<file path="config.mk">
export PLATFORM = sky130hd
export DESIGN_NAME = pipe_ctrl
export DESIGN_NICKNAME = d
export VERILOG_FILES = /design/src/rtl/pipe_ctrl.sv
export SDC_FILE = /design/constraint.sdc
export NUM_CORES = 1
export LEC_CHECK = 0
export ABC_CLOCK_PERIOD_IN_PS = 1950
export CAP_MARGIN = 25
export CORE_ASPECT_RATIO = 0.6
export CORE_MARGIN = 2
export CORE_UTILIZATION = 28
export CTS_CLUSTER_SIZE = 40
export DETAILED_ROUTE_END_ITERATION = 10
export PLACE_DENSITY = 0.87
export SLEW_MARGIN = 5
export SYNTH_ARGS = -nofsm -noshare
export SYNTH_HDL_FRONTEND = slang
export SYNTH_SLANG_ARGS = --single-unit
</file>
<file path="constraint.sdc">
create_clock -name clk -period 1.95 [get_ports clk]
set_input_delay 0.39 -clock clk [delete_from_list [all_inputs] [get_ports clk]]
set_output_delay 0.39 -clock clk [all_outputs]
set_load 0.1 [all_outputs]
</file>
<file path="src/rtl/pipe_ctrl.sv">
// Pipeline sequencing controller: hold, flush, redirect, bus/halt drain.
// Optional stall counter enabled by defining PIPE_CTRL_PERF_EN.
module pipe_ctrl #(
    parameter int unsigned FLUSH_CYCLES = 2
) (
    input  logic        clk,
    input  logic        rst,
    input  logic        ex_hold_i,
    input  logic        jump_req_i,
    input  logic [31:0] jump_addr_i,
    input  logic        mem_busy_i,
    input  logic        bus_req_i,
    input  logic        jtag_halt_i,
    output logic [2:0]  hold_flag_o,
    output logic        flush_o,
    output logic        jump_flag_o,
    output logic [31:0] jump_addr_o,
    output logic        bus_grant_o,
    output logic        halt_ack_o,
    output logic [31:0] stall_cycles_o
);

    localparam logic [2:0] HOLD_NONE = 3'b000;
    localparam logic [2:0] HOLD_ID   = 3'b011;
    localparam logic [3:0] FLUSH_LOAD = 4'(FLUSH_CYCLES - 1);

    typedef enum logic [1:0] {
        RUN     = 2'd0,
        DRAIN   = 2'd1,
        BUS_GNT = 2'd2,
        HALTED  = 2'd3
    } state_t;

    state_t     state, state_d;
    logic       ret_halt, ret_halt_d;
    logic [3:0] flush_cnt;
    logic       jump_acc;

    // State and return-target registers
    always_ff @(posedge clk or posedge rst) begin
        if (rst) begin
            state    <= RUN;
            ret_halt <= 1'b0;
        end else begin
            state    <= state_d;
            ret_halt <= ret_halt_d;
        end
    end

    // Next-state: bus request wins over halt; drain waits on memory port
    always_comb begin
        state_d    = state;
        ret_halt_d = ret_halt;
        case (state)
            RUN: begin
                if (bus_req_i || jtag_halt_i)
                    state_d = DRAIN;
            end
            DRAIN: begin
                if (!mem_busy_i) begin
                    if (bus_req_i) begin
                        state_d    = BUS_GNT;
                        ret_halt_d = 1'b0;
                    end else if (jtag_halt_i) begin
                        state_d = HALTED;
                    end else begin
                        state_d = RUN;
                    end
                end
            end
            BUS_GNT: begin
                if (!bus_req_i)
                    state_d = (ret_halt && jtag_halt_i) ? HALTED : RUN;
            end
            HALTED: begin
                if (bus_req_i) begin
                    state_d    = BUS_GNT;
                    ret_halt_d = 1'b1;
                end else if (!jtag_halt_i) begin
                    state_d = RUN;
                end
            end
            default: state_d = RUN;
        endcase
    end

    // Jumps are only honoured while the core still owns the pipeline
    always_comb begin
        jump_acc    = jump_req_i && (state == RUN || state == DRAIN);
        jump_flag_o = jump_acc;
        jump_addr_o = jump_acc ? jump_addr_i : 32'h0;
    end

    // Flush stretch counter; a new jump reloads it
    always_ff @(posedge clk or posedge rst) begin
        if (rst)
            flush_cnt <= 4'd0;
        else if (jump_acc)
            flush_cnt <= FLUSH_LOAD;
        else if (flush_cnt != 4'd0)
            flush_cnt <= flush_cnt - 4'd1;
    end

    // State-decoded hold, grant and ack outputs
    always_comb begin
        hold_flag_o = HOLD_ID;
        if (state == RUN)
            hold_flag_o = ex_hold_i ? HOLD_ID : HOLD_NONE;
        flush_o     = jump_acc || (flush_cnt != 4'd0);
        bus_grant_o = (state == BUS_GNT);
        halt_ack_o  = (state == HALTED);
    end

`ifdef PIPE_CTRL_PERF_EN
    logic [31:0] stall_cnt;

    // Count every cycle the pipeline is held
    always_ff @(posedge clk or posedge rst) begin
        if (rst)
            stall_cnt <= 32'h0;
        else if (hold_flag_o != HOLD_NONE)
            stall_cnt <= stall_cnt + 32'd1;
    end

    assign stall_cycles_o = stall_cnt;
`else
    assign stall_cycles_o = 32'h0;
`endif

endmodule

</file>
==> summary.txt <==
Global route
  – Maximum number of pins on one net before global-route repair: 35
  – All-Layer GR Usage: 15.62%
  – Vias in the first global route: roughly 840
  – Initial antenna violation count: 0
  – Total grt overflow: 0
  – First-pass GRT wire length: between 4 and 5 mm

Cells and area
  – Share of cells above drive strength 1: a little under half
  – Fin util: 72.43%
  – Fin nets: around 230
  – Most common cell after layout, fill and taps aside: buf_12
  – Most frequent cells in the layout: 39 x buf_12, 37 x clkdlybuf4s50_1, 33 x conb_1, 27 x and2_2, 7 x dfrtp_1
  – Ant. Diodes: 0
  – P&R area growth vs syn: 144.1%

Pwr
  – Sequential share of power: roughly a tenth
  – P_leak: 0.9653 nW
  – Power Density: approximately 1400 nW/um2
  – Clock group share of total power: between 6 and 7%
  – Total power: about 3.0 mW
  – Switching Fraction: 59.23%
  – Design internal power: about 1.2 mW
  – VDD IR max: 745.4 uV
  – Comb pwr share: 83.7%
  – Sw power: approximately 1.8 mW

Worst setup path
  – Crit path DAT: 1.52 ns
  – Critical Path RT: 1.56 ns
  – Slowest cell on crit path: dfrtp_1
  – CP peak stage delay: ~0.38 ns
  – Worst path bufs/invs: 2
  – Worst-path maximum fanout: 4
  – CP Capture Type: output port
  – CP delay by family, top: simple AND/OR/NAND/NOR gates
  – CP Cell Sequence: inv_1, ha_1, nor3b_4, nand2_1, buf_12
  – Critical path startpoint category: flop
  – Crit path kind: reg -> out

Drt
  – Initial drt markers: 24
  – Vias/cell: a little under 4
  – TritonRoute pass-1 iters: 4
  – Routed Antenna Nets: 0
  – WL final: 3.157 mm
  – # DRC: 0
  – Drt wl/cell: ~13 um
  – DR vias: 917

Clock network
  – Max H-tree Level: 1
  – CTS clk-pin slew, worst paths: 0.04 ns
  – Root buf cell: clkbuf_8
  – Clock network latency to the later pin of the worst-skew pair: roughly 0.23 ns
  – Clock Sinks: 7
  – TritonCTS clock tree: done
  – CTS max path bufs: 2
  – TritonCTS buffer count: 3
  – Count of hold-fix buffers inserted at cts: 0

Hold path
  – Worst hold path class: in -> async

Yosys
  – Post-synth top area share: roughly 30%
  – Cells after Synth: between 100 and 150
  – Register bit total from synthesis: 7
  – Ranking of synthesized cells by area: buf_4 30%, and2_1 24%, dfrtp_1 20%
  – Cell Area, Synth: roughly 860 um2
  – Seq/Total Area, Yosys: about a fifth
  – Top FF cell, synth: dfrtp_1
  – Mean Syn Cell Area: around 8 um2
  – Post-synth EDFFs: 0
  – Synth cell types: 26
  – Yosys warns: 0
  – Async S/R FF share, synth: 100.0%
  – Cell taking the most area after synthesis: buf_4

Floorplanning
  – Die height: 47.01 um
  – Site row count: 15
  – Placeable Area: ~2900 um2
  – Die width: roughly 76 um
  – Initial Util: ~30%
  – I/O pins: between 100 and 150
  – Full die area: 3558 um2

Timing
  – Final Setup Violations: 0
  – Final worst path period share: roughly 98%
  – Hold_ws: 0.3936 ns
  – TNS Setup: 0 ns
  – Pins over their slew limit: 0
  – Hold Vio Cnt, Final: 0
  – Max Clk Rate: 523.5 MHz
  – Worst clock skew: ~0.0057 ns
  – Min cycle time layout: approximately 1.9 ns
  – Final worst slack: between 0.03 and 0.04 ns

Outcome
  – Outcome: complete, no violations

Place
  – Gpl congestion: roughly 0.73
  – IO buf count: 76
  – Hpwl dp: ~2.5 mm
  – Place WS: -0.02942 ns

Run
  – Number of max-cap violations: 0
==> cell usage after synthesis (2+ instances only) <==
cell and n:
and2_1 33, dfrtp_1 7, nor2b_1 3, nor2_1 2
nand2_1 4, or3_1 2, buf_4 34, inv_1 4
buf_2 3
==> sequential cells by signal, summed over array words and instances (netlist names) <==
name and count:
flush_cnt 4, state 2, ret_halt 1
==> power groups by stage <==
stage | Combinational (mW) | Clock, mW | Sequential, mW
after floorplan | 1.68 | 0 | 0.256
after global placement | 2.39 | 0 | 0.270
after detailed placement | 2.42 | 0 | 0.279
after CTS | 2.45 | 0.202 | 0.281
after global routing | 2.61 | 0.217 | 0.294
final | 2.53 | 0.205 | 0.289
==> cell families (layout without fill, tap and decap cells) <==
family          count (synthesis)  in the layout  synth area share [%]
fa+ha+maj                       1              1                 1.449
mux                             1              1                 1.304
xor+xnor                        1              1                 1.015
buf+inv                        42             93                 33.48
flops                           7              7                 20.29
other cells                     1             33                0.4344
simple gates                   49             49                 36.09
compound gates                  7              7                 5.942
==> worst paths after layout <==
kind / from / to / slack [ns] / cells after the start
setup / recovery: flush_cnt[0]$_DFFE_PP0P_ / flush_o / 0.04 / 5
max in group asynchronous: rst / flush_cnt[3]$_DFFE_PP0P_ / 1.34 / 2
min in group clk: ret_halt$_DFFE_PP0P_ / ret_halt$_DFFE_PP0P_ / 0.55 / 1
setup reg to reg: flush_cnt[0]$_DFFE_PP0P_ / flush_cnt[0]$_DFFE_PP0P_ / 0.55 / 6
hold reg to reg: ret_halt$_DFFE_PP0P_ / ret_halt$_DFFE_PP0P_ / 0.55 / 1
hold / removal: rst / flush_cnt[0]$_DFFE_PP0P_ / 0.39 / 2
==> metal layers <==
metal | GRT usage [%] | share of wire (%) | vias up
li1 | - | - | 438
met3 | 4.077 | 5.2 | 2
met2 | 32.17 | 59 | 43
met1 | 16.43 | 36 | 434
met5 | 0 | 0 | -
met4 | 2.807 | 0.44 | 0
==> through the flow <==
step / area (um2) / std cells
2_1_floorplan: 1026 / 141
3_3_place_gp: 1989 / 226
3_5_place_dp: 1989 / 226
4_1_cts: 2046 / 230
5_1_grt: 2107 / 234
6_report: 2107 / 234
==> cell type report <==
cell class	count	area (um2)
inverters	5	21.27
flip-flops and latches	7	175.2
clock buffers	4	45.04
multi-input cells	92	575.6
well taps	42	52.55
repair buffers	84	1237
fillers	206	802.0
==> what timing repair did <==
action	CTS	global route
gates cloned	0	2
resized for setup	3	4
setup buffers	0	2
setup endpoints to repair	3	33
(Power assumes the default switching activity.)
